--- config.mk ---
export PLATFORM = sky130hd
export DESIGN_NAME = vc_opctrl_flat
export DESIGN_NICKNAME = d
export VERILOG_FILES = /design/src/rtl/vc_opctrl_if.sv /design/src/rtl/vc_opctrl.sv /design/src/flat_wrapper.sv
export SDC_FILE = /design/constraint.sdc
export NUM_CORES = 1
export LEC_CHECK = 0
export CAP_MARGIN = 0
export CORE_ASPECT_RATIO = 1.1
export CORE_UTILIZATION = 36
export CTS_CLUSTER_DIAMETER = 120
export DETAILED_ROUTE_END_ITERATION = 8
export DONT_BUFFER_PORTS = 1
export GPL_ROUTABILITY_DRIVEN = 0
export MAX_ROUTING_LAYER = met4
export SYNTH_ARGS = -nofsm -noshare
export SYNTH_HDL_FRONTEND = slang
export SYNTH_SLANG_ARGS = --single-unit
--- constraint.sdc ---
create_clock -name clk -period 15.3 [get_ports clk]
set_input_delay 0 -clock clk [delete_from_list [all_inputs] [get_ports clk]]
set_output_delay 0 -clock clk [all_outputs]
set_load 0.005 [all_outputs]
--- src/rtl/vc_opctrl_if.sv ---
// Bundle of the arbitration, flit and status signals of the VC output controller.
// Optional grant_err appears when VC_OPCTRL_ERR_EN is defined.
interface vc_opctrl_if #(
   parameter int DATA_W = 64,
   parameter int NUM_IN = 5
);
   logic                     polarity;
   logic [NUM_IN-1:0]        grant;
   logic [NUM_IN*DATA_W-1:0] data_in;
   logic                     receive_output;
   logic [DATA_W-1:0]        data_out;
   logic                     send_output;
   logic [NUM_IN-1:0]        clear;
   logic [1:0]               vc_empty;
   logic [1:0]               vc_full;
   logic                     empty;
`ifdef VC_OPCTRL_ERR_EN
   logic                     grant_err;

   modport master (
      output polarity, grant, data_in, receive_output,
      input  data_out, send_output, clear, vc_empty, vc_full, empty, grant_err
   );
   modport slave (
      input  polarity, grant, data_in, receive_output,
      output data_out, send_output, clear, vc_empty, vc_full, empty, grant_err
   );
`else
   modport master (
      output polarity, grant, data_in, receive_output,
      input  data_out, send_output, clear, vc_empty, vc_full, empty
   );
   modport slave (
      input  polarity, grant, data_in, receive_output,
      output data_out, send_output, clear, vc_empty, vc_full, empty
   );
`endif
endinterface

--- src/rtl/vc_opctrl.sv ---
// Two-VC output controller: the granted input flit is pushed into VC[polarity] while VC[~polarity] drains downstream.
// Define VC_OPCTRL_ERR_EN to add the registered grant_err flag for multi-hot grants and grants to a full VC.
module vc_opctrl #(
   parameter int DATA_W = 64,
   parameter int NUM_IN = 5,
   parameter int DEPTH  = 2
) (
   input logic        clk,
   input logic        reset,
   vc_opctrl_if.slave bus
);
   localparam int ADDR_W = $clog2(DEPTH);
   localparam int PTR_W  = ADDR_W + 1;

   logic                   grant_onehot;
   logic                   write_accept;
   logic                   read_accept;
   logic                   rd_vc;
   logic [DATA_W-1:0]      wr_data;
   logic [1:0]             vc_empty_w;
   logic [1:0]             vc_full_w;
   logic [1:0][DATA_W-1:0] head;
   logic [DATA_W-1:0]      data_out_reg;
   logic                   send_output_reg;

   assign grant_onehot = (bus.grant != '0) && ((bus.grant & (bus.grant - 1'b1)) == '0);
   assign rd_vc        = ~bus.polarity;
   assign write_accept = !reset && grant_onehot && !vc_full_w[bus.polarity];
   assign read_accept  = !reset && bus.receive_output && !vc_empty_w[rd_vc];

   // Grant is one-hot whenever the write is accepted, so an OR of masked ports is a plain mux.
   always_comb begin
      wr_data = '0;
      for (int i = 0; i < NUM_IN; i++) begin
         if (bus.grant[i]) wr_data = wr_data | bus.data_in[i*DATA_W +: DATA_W];
      end
   end

   genvar gi;
   generate
      for (gi = 0; gi < 2; gi++) begin : g_vc
         logic [DATA_W-1:0] mem_reg [DEPTH];
         logic [PTR_W-1:0]  wr_ptr_reg;
         logic [PTR_W-1:0]  rd_ptr_reg;
         logic              wr_en;
         logic              rd_en;

         assign wr_en = write_accept && (bus.polarity == 1'(gi));
         assign rd_en = read_accept && (rd_vc == 1'(gi));

         // Extra pointer MSB distinguishes a full FIFO from an empty one.
         assign vc_empty_w[gi] = (wr_ptr_reg == rd_ptr_reg);
         assign vc_full_w[gi]  = (wr_ptr_reg[PTR_W-1] != rd_ptr_reg[PTR_W-1]) &&
                                 (wr_ptr_reg[ADDR_W-1:0] == rd_ptr_reg[ADDR_W-1:0]);
         assign head[gi]       = mem_reg[rd_ptr_reg[ADDR_W-1:0]];

         always_ff @(posedge clk) begin
            if (wr_en) mem_reg[wr_ptr_reg[ADDR_W-1:0]] <= wr_data;
         end

         always_ff @(posedge clk) begin
            if (reset) begin
               wr_ptr_reg <= '0;
               rd_ptr_reg <= '0;
            end else begin
               if (wr_en) wr_ptr_reg <= wr_ptr_reg + PTR_W'(1);
               if (rd_en) rd_ptr_reg <= rd_ptr_reg + PTR_W'(1);
            end
         end
      end
   endgenerate

   always_ff @(posedge clk) begin
      if (reset) begin
         data_out_reg    <= '0;
         send_output_reg <= 1'b0;
      end else begin
         send_output_reg <= read_accept;
         if (read_accept) data_out_reg <= head[rd_vc];
      end
   end

   assign bus.data_out    = data_out_reg;
   assign bus.send_output = send_output_reg;
   assign bus.clear       = write_accept ? bus.grant : '0;
   assign bus.vc_empty    = vc_empty_w;
   assign bus.vc_full     = vc_full_w;
   assign bus.empty       = &vc_empty_w;

`ifdef VC_OPCTRL_ERR_EN
   logic grant_err_reg;

   always_ff @(posedge clk) begin
      if (reset) begin
         grant_err_reg <= 1'b0;
      end else begin
         grant_err_reg <= ((bus.grant != '0) && !grant_onehot) ||
                          (grant_onehot && vc_full_w[bus.polarity]);
      end
   end

   assign bus.grant_err = grant_err_reg;
`endif
endmodule

--- src/flat_wrapper.sv ---
// flat-port wrapper written by rule: the top's interface ports become plain ports
module vc_opctrl_flat 
#(
   parameter int DATA_W = 64,
   parameter int NUM_IN = 5,
   parameter int DEPTH  = 2
)
  (clk, reset, bus_polarity, bus_grant, bus_data_in, bus_receive_output, bus_data_out, bus_send_output, bus_clear, bus_vc_empty, bus_vc_full, bus_empty);
  vc_opctrl_if #(.DATA_W(DATA_W), .NUM_IN(NUM_IN)) bus_i ();
  input logic clk;
  input logic reset;
  input wire logic [$bits(bus_i.polarity)-1:0] bus_polarity;
  input wire logic [$bits(bus_i.grant)-1:0] bus_grant;
  input wire logic [$bits(bus_i.data_in)-1:0] bus_data_in;
  input wire logic [$bits(bus_i.receive_output)-1:0] bus_receive_output;
  output wire logic [$bits(bus_i.data_out)-1:0] bus_data_out;
  output wire logic [$bits(bus_i.send_output)-1:0] bus_send_output;
  output wire logic [$bits(bus_i.clear)-1:0] bus_clear;
  output wire logic [$bits(bus_i.vc_empty)-1:0] bus_vc_empty;
  output wire logic [$bits(bus_i.vc_full)-1:0] bus_vc_full;
  output wire logic [$bits(bus_i.empty)-1:0] bus_empty;
  assign bus_i.polarity = bus_polarity;
  assign bus_i.grant = bus_grant;
  assign bus_i.data_in = bus_data_in;
  assign bus_i.receive_output = bus_receive_output;
  assign bus_data_out = bus_i.data_out;
  assign bus_send_output = bus_i.send_output;
  assign bus_clear = bus_i.clear;
  assign bus_vc_empty = bus_i.vc_empty;
  assign bus_vc_full = bus_i.vc_full;
  assign bus_empty = bus_i.empty;
  vc_opctrl #(.DATA_W(DATA_W), .NUM_IN(NUM_IN), .DEPTH(DEPTH)) u_core (.clk(clk), .reset(reset), .bus(bus_i));
endmodule
==> results by stage, run 1 <==
Clock network:
- Clock-pin slew was measured on the worst setup and hold paths at around 0.06 ns.
- The number of buffers added by the clock tree synthesis step is 35.
- The cell at the root of the clock tree is clkbuf_16.
- TritonCTS built the clock tree.
- The CTS H-tree depth is 2.
- The clock latency reported for the late side of the worst-skew pair is 0.51 ns.
- The number of sinks on the clock net is 331.
- The total setup buffers inserted after CTS is 0.
- The number of buffers on the longest clock path is 3.

Power and ir drop:
- The power density of the placed cells is 116 nW/um^2.
- In this run the static leakage power is 5.47 nW.
- The maximum ir drop on the vdd rail is around 0.000074 V.
- Summing internal, switching and leakage power gives roughly 2.0 mW.

Synth:
- Averaged over all synthesized cells, the footprint is 14.7 sq um.
- The fraction of the yosys area taken by sequential cells is 0.674.
- After synthesis the cells add up to 13,600 sq um.
- The post-synth net total is between 1k and 1.5k.
- The Yosys step of the flow raised 0 warnings.
- The distinct cell type count after synthesis is 40.
- The synthesis-stage register bit count is 331.
- The gate count after technology mapping is 927.

Layout:
- The register with the most flip-flops in the layout has 256 of them.
- The share of layout cells above drive strength 1 is 0.0752.
- The count of inserted antenna diode cells is 0.
- The most frequent standard cell in the layout excluding fill and tap cells is edfxtp_1.
- The number of fillers in the final layout is between 3k and 4k.
- Relative to the synthesized area, the layout overhead comes to 25.8%.
- For this run, the share of the core covered by cells in the final layout is 0.461.
- After routing the design area is 17,200 sq um.
- For this run, the post-layout net count is 1,420.
- In the layout the commonest cells are edfxtp_1 (256), dlygate4sd3_1 (196), mux2i_1 (129), dfxtp_1 (73), nand2_1 (68).

STA:
- The worst slew slack as a fraction of its limit is 0.294.
- Across the routed clock network, the largest skew measured is 0.0108 ns.
- The achievable frequency is 362 MHz.
- The max-slew violation total from the final report is 0.
- Setup violations remaining at the end of the flow were counted as 0.
- The number of failing hold endpoints at the final stage came to 0.
- The worst path setup slack after routing is 12.54 ns.
- The final critical delay including setup and external delays is 2.76 ns.
- For the pin with the worst max-slew slack, the measured transition is 1.06 ns.
- Setup repair after global routing left no endpoint under its margin.
- Setup total negative slack on the finished layout was measured at 0 ns.
- In the finished design, the share of the clock period the worst path needs comes to 0.181.

Placed design:
- Timing analysis after detailed placement gives a worst setup slack of between 10 and 15 ns.
- The placed wire-length estimate is 19,500 microns.
- The instance area after placement is 14,000 sq um.
- The number of I/O port buffers is 0.

Setup path:
- The worst setup path is launched from a register.
- The signal on the critical path passes through xor2_1 > nor2_1 > or3_4 > or3_1 > clkinv_2 > buf_4.
- For this run, the slowest stage of the critical path takes between 0.7 and 0.8 ns.
- The data arrival time of the worst path is 2.89 ns.
- The combined buffer and inverter count along the critical path is 2.
- By startpoint and endpoint, the worst setup path is classified as reg2reg.
- The critical path data required time is 15.42 ns.
- STA classifies the critical path endpoint as a register.
- The cell type of the slowest stage on the worst timing path is buf_4.
- On the critical path the largest part of the delay comes from simple AND/OR/NAND/NOR gates.
- Of all nets on the critical path, the largest fanout is 64.

Run:
- The number of violations of the max-capacitance limit is 0.

Global route:
- The initial antenna violation count was 0.
- Summed over all layers, the global routing overflow is 0.
- The number of global-route vias before repair is 9,542.
- The global-route wire length before repair is between 50,000 and 60,000 microns.
- Entering global routing, the biggest net connects 69 pins.
- The aggregate global-route resource usage is 0.192.

Floorplan:
- The die height is 206 microns.
- For this design the top-level I/O count stands at ~400.
- The floorplan die area is a little under 40,000 sq um.
- For this configuration, the core starts out at a cell density of 0.367.
- In this run the horizontal extent of the chip is 188 microns.
- In this run the standard cell core region covers 37,200 sq um.
- The floorplan has between 70 and 80 rows.

Detailed routing:
- For this run, design rule violations remaining after detail routing come to 0.
- Dividing the detail-routed wire length by the instance count gives roughly 23 microns.
- After detailed routing, the number of vias per cell comes to between 5 and 6.
- In this run, the number of DRC markers left after iteration 0 of detailed routing was 617.
- The total via count after detailed routing is 9,229.
- The count of antenna-violating nets left after detailed routing is 0.
- After detailed routing, the total wire length is 37,500 microns.
- For this run, the detailed router's first-pass iteration total came to 8.

Hold path:
- The path class of the tightest hold or removal check is in2reg.

Status:
- The flow ran to the end, and the final reports show no timing, DRC or antenna violations.
stage by stage:
stage,cells,hold slack (ns)
after floorplan,927,0.250
after global placement,1351,0.0424
after detailed placement,1351,0.0443
after CTS,1611,0.0199
after global routing,1611,0.0525
final,1611,0.0379
what timing repair did:
item,4_1_cts,5_1_grt
endpoints found under the hold margin,331,0
hold buffers,197,0
gates resized for setup,0,0
per-layer routing:
layer | share of wire | global-route usage
met1 | 0.41 | 0.219
met2 | 0.50 | 0.339
met3 | 0.061 | 0.0326
met4 | 0.028 | 0.0706
met5 | 0 | -
cells by family after synthesis:
kind of cell / after synthesis / share of synthesized area
AOI/OAI and AO/OA: 267 / 0.160
muxes: 130 / 0.0955
xor gates and xnor gates: 11 / 0.00816
DFF: 331 / 0.674
and+or+nand+nor: 103 / 0.0341
buffers and inverters: 85 / 0.0291
worst reg2reg max path, stage by stage, from the launching register on:
cell,delay (ns)
dfxtp_1,0.43
xor2_1,0.22
nor2_1,0.11
or3_4,0.36
or3_1,0.37
clkinv_2,0.06
buf_4,0.73
report_power, final:
group	internal, mW	switching (mW)
clock	0.520	0.339
combinational	0.0786	0.0660
sequential	0.987	0.00748
total	1.59	0.413
cells in the mapped netlist:
library cell	number	area [sq um]
buf_2	20	100
xnor2_1	4	35.0
mux2_2	1	11.3
xnor2_2	2	32.5
a222oi_1	64	641
and2_1	6	37.5
nor3b_2	1	12.5
xor2_1	5	43.8
and3_1	1	6.26
nor2b_1	1	6.26
nor2_8	1	20.0
o211ai_1	2	15.0
o21ai_0	1	5.00
or2_4	1	8.76
inv_2	1	3.75
nand3_1	3	15.0
a22o_1	64	561
nand2_1	69	259
o21ai_1	1	5.00
o211a_2	1	10.0
nor3_1	2	10.0
buf_4	2	15.0
a22oi_1	64	480
o31ai_2	1	12.5
a2111oi_2	1	15.0
mux2i_1	129	1290
nor2_1	12	45.0
nand2b_1	3	18.8
buf_1	4	15.0
edfxtp_1	256	7690
or3_4	1	11.3
nor4b_1	1	8.76
buf_6	6	67.6
o22ai_1	64	400
or3_1	1	6.26
clkbuf_1	47	176
dfxtp_1	75	1500
a21oi_2	2	17.5
inv_1	5	18.8
o31ai_1	2	15.0
worst paths after layout:
path / startpoint / to / slack, ns / depth (start not counted)
worst max register to register: u_core.g_vc[0].wr_ptr_reg[0] / u_core.g_vc[0].mem_reg[0][4] / 12.54 / 6
worst min register to register: u_core.g_vc[0].wr_ptr_reg[1] / u_core.g_vc[0].wr_ptr_reg[1] / 0.51 / 2
worst min-delay path: bus_polarity / u_core.g_vc[0].rd_ptr_reg[1] / 0.04 / 4
worst max-delay path: u_core.g_vc[0].wr_ptr_reg[0] / u_core.g_vc[0].mem_reg[0][4] / 12.54 / 6
final cells by class:
type / instances / area, sq um / area share
clock inverter: 16 / 154 / 0.00897
timing repair buffer: 206 / 2060 / 0.120
clock buffer: 47 / 1020 / 0.0596
inverter: 6 / 23.8 / 0.00138
sequential: 331 / 9200 / 0.536
tap: 494 / 618 / 0.0360
multi-input combinational: 511 / 4090 / 0.238
Note: power is estimated with default switching activity, not from simulation.
==> run 2, diff against run 1 <==
Settings changed: ABC_AREA set to 1.
Clock period 15.3 ns to 2.24 ns, I/O delays scaled along.
==> run 2 against run 1 <==
Against the previous run:
- non-clock buffer count down 13
- first-iteration DRC count up 42%
- via count increased by 19%
- sequential power grew to 6.8 times the previous value
- routed wire length rose by 9.9%
- total power increased to 6.8 times the previous value
- clock skew fell by 0.0018 ns
- cell area rose by 5.6%
- sequential share of layout area down 2.8 points
- worst setup slack got worse by 12 ns
- count of clock-buffer cells in the layout increased by 5
- largest power group unchanged
==> results by stage, run 2 <==
Status:
- The flow ran to the end, and the final reports show no timing, DRC or antenna violations.

Hold path:
- For hold timing, the worst endpoint is u_core.g_vc[0].wr_ptr_reg[0].
- The worst hold path begins at bus_grant[0].
- The worst hold path was traced through 7 stages.
- The type of the most critical hold path is in2reg.

Power and ir drop:
- The share of total power dissipated in sequential elements is 0.499.
- The maximum ir drop on the vdd rail is 0.000461 V.
- Summed over all nets, the switching power comes to 2.95 mW.
- The share of total power dissipated in combinational logic is 0.083.
- The internal power of the cells totals 10.6 mW.
- The leakage component of the power is 6.23 nW.
- Of the total power, the share spent switching nets is 0.217.
- Of the total power, the clock network draws 0.417.
- In this run the power density over the cells is 748 nW/um^2.

Detailed routing:
- The average detailed-routed wire length per instance is 19.7 microns.
- The number of DRC violations after detailed-routing iteration 0 is 876.
- The count of antenna-violating nets left after detailed routing is 0.
- The via count normalized by instance count is between 5 and 6.
- The routed design has ~41,000 microns of wire.
- The first TritonRoute pass finished after 5 iterations.
- Summing over every cut layer, the via total after detailed routing is 11.0k.
- The post-detailed-route DRC marker count is 0.

Synth:
- The area of the mapped netlist is 14,600 sq um.
- The area share of the leading cell type in the synthesized netlist is 0.528.
- The synthesized netlist contains 23 unique library cells.
- The fraction of the yosys area taken by sequential cells is 0.631.
- The cell with the most instances after synthesis is nand2_1.
- Summed over all instances, the cell type with the most area after synthesis is edfxtp_1.
- The synthesis-stage register bit count is around 330.
- Ranked by total cell area, the synthesized netlist is headed by edfxtp_1 (53%), nand2_1 (11%), dfxtp_1 (10%).
- Dividing the synthesized area by the synthesized cell count gives 10.2 sq um.
- Counting every net in the synthesized netlist gives 1,751.
- For this run, asynchronously set or reset flops after synthesis account for 0.
- By count the netlist is led by nand2_1 (415), edfxtp_1 (256), a21oi_1 (138).
- After technology mapping, the gate count stands at 1,422.
- The most used flip-flop cell after synthesis is edfxtp_1.
- Yosys printed 0 warnings.
- The number of synthesized flops with an enable pin is 256.

Setup path:
- The kind of cell with the highest combined delay along the critical path is buffers and inverters.
- The cell type of the slowest stage on the worst timing path is dlygate4sd3_1.
- The reg-to-reg critical path endpoint is u_core.bus.data_out[38].
- At the worst endpoint, the arrival time is 2.07 ns.
- Traced cell by cell, the critical path runs through dlygate4sd3_1 > buf_16 > inv_2 > nand2_1 > nor2_1 > nand2_1 > nor2_2 > o21ai_1 > buf_4 > nor2_1.
- The setup slack of the worst register-to-register path is 0.18 ns.
- The maximum fanout count along the critical path is 72.
- The count of cells along the worst register-to-register path is 6.
- The critical path is of the in2out type.
- The worst setup path is launched from an input port.
- The worst setup path is captured at an output port.
- The number of buffers and inverters on the critical path is 4.
- The critical path data required time is approximately 2.2 ns.
- In this design, the stage delay of the slowest critical-path cell is 0.61 ns.

STA:
- The final critical-path share of the clock period is 0.925.
- On the final layout, the worst hold slack is 0.0605 ns.
- The worst slew slack as a fraction of its limit is 0.647.
- The final critical delay including setup and external delays is between 2 and 2.5 ns.
- The final setup skew is a little over 0.009 ns.
- The actual transition at the worst max-transition pin is 0.530 ns.
- The number of failing hold endpoints at the final stage is 0.
- Setup violations remaining at the end of the flow were counted as 0.
- Setup repair after global routing left no endpoint under its margin.
- The max-slew violation total from the final report is 0.
- The total negative setup slack is 0 ns.
- The achievable frequency is 483 MHz.

Global route:
- The residual overflow from global routing is 0.
- For this run, the total global-route usage over all layers was measured as 0.201.
- The pin count of the biggest net entering global routing is 126.
- The initial antenna violation count is 1.
- The number of global-route vias before repair came to around 11k.
- The global-route wire length before repair is 61,300 microns.

Clock network:
- The TritonCTS clock tree is done.
- The longest clock path from root to sink contains 3 buffers.
- The tree is rooted in a clkbuf_16.
- The clock reaches the later pin of the worst-skew pair after slightly above 0.5 ns.
- After clock tree synthesis, the clock-pin slew on the worst setup and hold paths is 0.06 ns.
- The number of sinks on the clock net is 331.
- The number of buffers added by the clock tree synthesis step is 36.
- The H-tree was split into 2 levels.

Layout:
- The number of fillers in the final layout is 3,552.
- Measured on the finished design, the core utilization comes to 0.459.
- The finished layout holds 2,095 standard cells, fillers aside.
- Across the whole layout, storage elements account for 9210 sq um.
- The share of layout cells above drive strength 1 is 0.0693.
- The footprint of the multi-input gates is 4700 sq um.
- The register with the most flip-flops in the layout has 256 of them.
- The area overhead of the layout relative to synthesis is 24.5%.
- With fillers left out, the area of the finished cells amounts to 18,100 sq um.
- Leaving out fill and tap cells, the most frequent cells in the layout are nand2_1 (412), edfxtp_1 (256), dlygate4sd3_1 (168), a21oi_1 (136), o21ai_0 (98).
- The most frequent standard cell in the layout excluding fill and tap cells is nand2_1.
- The count of nets after finishing is 1,890.

Floorplan:
- a little over 400 I/O pins were placed.
- The total number of placement rows is 76.
- The total area inside the core boundary comes to 39,500 sq um.
- The starting density of the core is 0.369.
- The floorplan die area is 41,200 sq um.
- From left edge to right edge, the die measures between 150 and 200 microns.
- The die height is 213 microns.

Placed design:
- Detailed placement ended at an HPWL of 23,700 microns.
- The number of I/O port buffers is 0.
- The instance area after placement is 15,100 sq um.
- The instance count after placement with tap cells included is 1,856.

Run:
- The tool flagged a number of max-cap violations equal to 0.
==> run 2: changes by cell type after synthesis, sizes merged, moves of 14 or more <==
cell / change
a222oi: -64
nand3: +70
mux2i: -65
o22ai: -64
o21ai: +129
inv: +78
nand2: +349
a21oi: +136
buf: +14
a22oi: -64
==> run 2: power groups by stage <==
stage | registers (mW) | clock network (mW) | logic [mW]
after detailed placement | 6.90 | 0 | 0.646
after global routing | 6.77 | 6.06 | 1.24
after floorplan | 6.88 | 0 | 0.586
final | 6.77 | 5.65 | 1.13
after CTS | 6.77 | 5.80 | 1.12
after global placement | 6.90 | 0 | 0.630
==> run 2: tightest hold or removal path, delay by kind of cell <==
family	cells	cell delay [ns]
AOI/OAI and AO/OA	1	0.08
and+or+nand+nor	6	0.45
==> run 2: final cells by class <==
class,instances,share of cell area
flip-flops and latches,331,0.508
multi-input cells,915,0.259
repair buffers,193,0.118
clock buffers,52,0.0576
well taps,507,0.0350
inverters,84,0.0175
clock inverters,12,0.00469
diodes,1,0.000138
==> run 2: repair_timing <==
action | CTS | global route
hold endpoints to repair | 330 | 0
hold buffers | 174 | 0
setup endpoints to repair | 0 | 2
setup buffers | 0 | 0
gates resized for setup | 0 | 2
==> run 2: stage by stage <==
step	power (mW)	worst slack, ns
floorplan	7.47	0.00332
global placement	7.53	0.503
detailed placement	7.54	0.470
CTS	13.7	0.112
global route	14.1	0.00764
finish	13.6	0.168
==> run 2: worst max path at each step <==
stage / slack (ns) / from / endpoint / cells after the start
5_1_grt: 0.008 / reset / bus_clear[2] / 10
3_3_place_gp: 0.50 / u_core.g_vc[0].wr_ptr_reg[1] / u_core.g_vc[0].mem_reg[1][1] / 8
3_5_place_dp: 0.47 / u_core.g_vc[1].rd_ptr_reg[1] / u_core.g_vc[1].mem_reg[0][7] / 7
4_1_cts: 0.11 / reset / u_core.bus.data_out[38] / 9
6_report: 0.17 / reset / bus_clear[4] / 10
2_1_floorplan: 0.003 / u_core.g_vc[1].rd_ptr_reg[1] / u_core.g_vc[1].mem_reg[0][0] / 6
==> run 2: cell families (layout without fill, tap and decap cells) <==
logic type      after synthesis  count (layout)  synth area share
flops                       331             331             0.631
compound gates              333             333             0.131
simple gates                515             515             0.142
mux                          64              64            0.0440
other cells                   0               1                 0
buf+inv                     176             341            0.0500
xor+xnor                      3               3           0.00181
==> run 2: routing by layer <==
metal	part of all wire	up-vias	track usage
li1	-	5244	-
met1	0.40	5248	0.234
met2	0.50	440	0.344
met3	0.055	96	0.0299
met4	0.038	0	0.0919
met5	0	-	-
==> run 3, diff against run 2 <==
Settings changed: CELL_PAD_IN_SITES_DETAIL_PLACEMENT set to 1, CELL_PAD_IN_SITES_GLOBAL_PLACEMENT set to 1, PLACE_DENSITY_LB_ADDON set to 0.1.
==> run 3 against run 2 <==
Against the previous run:
- total power shrank 1.5%
- sequential share of layout area shrank 0.54 points
- critical path type is now reg2reg
- clock power shrank 4%
- fmax shrank 2.1%
- largest power group unchanged
==> results by stage, run 3 (synthesis gave the netlist of run 2 again) <==
Status:
- The flow ran to the end, and the final reports show no timing, DRC or antenna violations.

Hold path:
- Along the worst hold path, the cell count comes to 4.
- The endpoint of the worst hold-timing path is u_core.bus.send_output.
- The type of the most critical hold path is in2reg.
- In this run the most critical hold path is launched from bus_polarity.

Floorplan:
- The floorplan has 76 rows.
- The area of the core is 39,500 sq um.
- For this design the top-level I/O count stands at 404.
- The die covers between 40,000 and 50,000 sq um.
- The starting density of the core is 0.369.
- The horizontal extent of the die is 194 microns.
- The die height is ~210 microns.

Detailed routing:
- The post-detailed-route DRC marker count is 0.
- Using the TritonRoute via totals, the vias-per-cell ratio works out to ~5.3.
- The total via count after detailed routing is approximately 11k.
- The average detailed-routed wire length per instance is 20.7 microns.
- Summed over all layers, the routed wires come to 43,900 microns.
- The total iterations of the first detailed-routing run is 5.
- Once detail routing completed, the nets flagged for antenna violations numbered 0.
- For this block, the initial DRC count from the detailed router was 498.

Layout:
- In the final layout, flip-flops and latches occupy 9210 sq um.
- The footprint of the multi-input gates is around 4700 sq um.
- The library cell used most frequently in the layout, excluding fill and tap cells, is nand2_1.
- The post-layout instance count excluding filler cells is 2,121.
- The count of nets after finishing is between 1.5k and 2k.
- From synthesis to final layout, the design area changed by 25.9%.
- The utilization after layout is 0.464.
- The number of antenna diodes in the final layout is 0.
- In the final layout, the share of cells above drive strength 1 is 0.0682.
- In the layout the commonest cells are nand2_1 (412), edfxtp_1 (256), dlygate4sd3_1 (195), a21oi_1 (136), o21ai_0 (98).
- The number of fillers in the final layout is 4,281.
- The total non-filler cell area in the finished layout is 18,300 sq um.
- The number of flip-flops in the largest register is 256.

STA:
- Clock skew on the completed layout was measured at around 0.013 ns.
- For the pin with the worst max-slew slack, the measured transition is between 0.5 and 0.6 ns.
- The number of failing hold endpoints at the final stage is 0.
- Measured against its own limit, the worst slew margin works out to 0.646.
- The final critical delay including setup and external delays is 2.12 ns.
- Derived from the worst setup path, the maximum achievable clock frequency is 472 MHz.
- The number of endpoints failing setup at the final stage is 0.
- Of the available clock period, the critical path in the final layout requires 0.945.
- The max-slew violation total from the final report came to 0.

Global route:
- The aggregate global-route resource usage is 0.217.
- The number of global-route vias before repair came to roughly 12k.
- The total overflow left after global routing is 0.
- The initial antenna violation count is 0.
- The pin count of the biggest net entering global routing is around 130.
- The first global-routing pass estimated 66,000 microns of wire.

Setup path:
- The startpoint-to-endpoint class of the critical path is reg2reg.
- Among the stages of the critical path, the cell type that occurs most often is nand2_1.
- The kind of end point of the critical path is a register.
- Walking the worst path, the cells encountered are inv_2 > nand2_1 > nand2_1 > nand3_2 > nand2_2 > nor2_4 > buf_8 > nand2_1 > a21oi_1 > dlygate4sd3_1.
- For flop-to-flop paths, the worst setup slack is about 0.12 ns.
- Data on the critical path is required at its endpoint by 2.70 ns.
- The reg-to-reg critical path endpoint is u_core.bus.data_out[29].
- For this run, the slowest stage of the critical path takes a little under 0.6 ns.
- The maximum fanout count along the critical path is 33.
- The start of the worst register-to-register path is u_core.g_vc[0].wr_ptr_reg[0].
- The kind of start point of the critical path is a register.
- Counting cells, the worst reg-to-reg path comes to 10.
- Data on the critical path arrives at its endpoint at ~2.6 ns.
- The cell type of the slowest stage on the worst timing path is dlygate4sd3_1.

Placed design:
- The wire-length estimate of the detail-placed layout is 24,700 microns.
- Summing all placed instances gives a cell area of ~15,000 sq um.
- The number of I/O port buffers is 0.
- Counting tap cells, the placed design contains a total of roughly 1.9k instances.

Power and ir drop:
- The leakage component of the power is around 6.3 nW.
- For this design the ratio of total power to cell area is 729 nW/um^2.
- Across the VDD grid, the largest voltage drop is 0.000414 V.

Clock network:
- The CTS H-tree depth is 2.
- The TritonCTS clock tree is done.
- CTS placed an instance of clkbuf_16 at the clock tree root.
- The number of buffers added by the clock tree synthesis step is 37.
- After clock tree synthesis, the clock-pin slew on the worst setup and hold paths is 0.06 ns.
- The number of buffers on the longest clock path is 3.
- Clock latency on the worst-skew pair, taken at its later pin, is 0.52 ns.
- The tree built by TritonCTS fans out to 331 sinks.

Run:
- The number of violations of the max-capacitance limit is 0.
[run 3: cell types whose count changed in the layout (fill, tap and decap cells not counted), sizes merged]
cell | previous run | this run
inv | 85 | 84
clkbuf | 52 | 55
dlygate4sd3 | 168 | 195
clkinv | 9 | 10
diode | 1 | 0
buf | 25 | 24
bufinv | 1 | 0
clkinvlp | 1 | 0
[run 3: worst max path at each step]
stage,start,end
after detailed placement,u_core.g_vc[1].rd_ptr_reg[1],u_core.g_vc[1].mem_reg[0][32]
after global placement,u_core.g_vc[1].rd_ptr_reg[1],u_core.g_vc[1].mem_reg[0][29]
after global routing,reset,bus_clear[2]
final,u_core.g_vc[0].wr_ptr_reg[0],u_core.bus.data_out[29]
after CTS,reset,u_core.bus.data_out[29]
after floorplan,u_core.g_vc[1].rd_ptr_reg[1],u_core.g_vc[1].mem_reg[0][0]
[run 3: area by class of cell]
class	instances	area share
clock inverters	10	0.00253
well taps	507	0.0346
inverters	84	0.0173
flip-flops and latches	331	0.503
repair buffers	219	0.130
multi-input cells	915	0.257
clock buffers	55	0.0559
[run 3: critical path, delay by kind of cell (launching register included)]
kind	cells	cell delay [ns]
buf+inv	3	0.90
simple gates	6	0.60
flops	1	0.38
compound gates	1	0.14
[run 3: repair_timing]
action                     CTS  global route
hold buffers               200             0
setup endpoints to repair    0             4
setup buffers                0             0
hold endpoints to repair   330             0
resized for setup            0             8
[run 3: stage by stage]
stage	power, mW	hold slack [ns]	setup slack, ns	setup TNS [ns]
after floorplan	7.47	0.0918	0.00332	0
after global placement	7.52	0.0837	0.429	0
after detailed placement	7.55	0.0825	0.417	0
after CTS	13.5	0.0220	0.0201	0
after global routing	13.9	0.0177	-0.00108	-0.00108
final	13.4	0.0209	0.123	0
[run 3: power by group]
group          internal (mW)  total, mW  switching (mW)
Sequential              6.72       6.77          0.0420
Clock                   3.15       5.45            2.30
Combinational          0.560       1.13           0.571
Total                   10.4       13.4            2.92
[run 3: metal layers]
| layer | part of all wire | track usage |
|---|---|---|
| met4 | 0.023 | 0.0681 |
| met2 | 0.50 | 0.376 |
| met3 | 0.056 | 0.0442 |
| met1 | 0.42 | 0.254 |
| met5 | 0 | - |
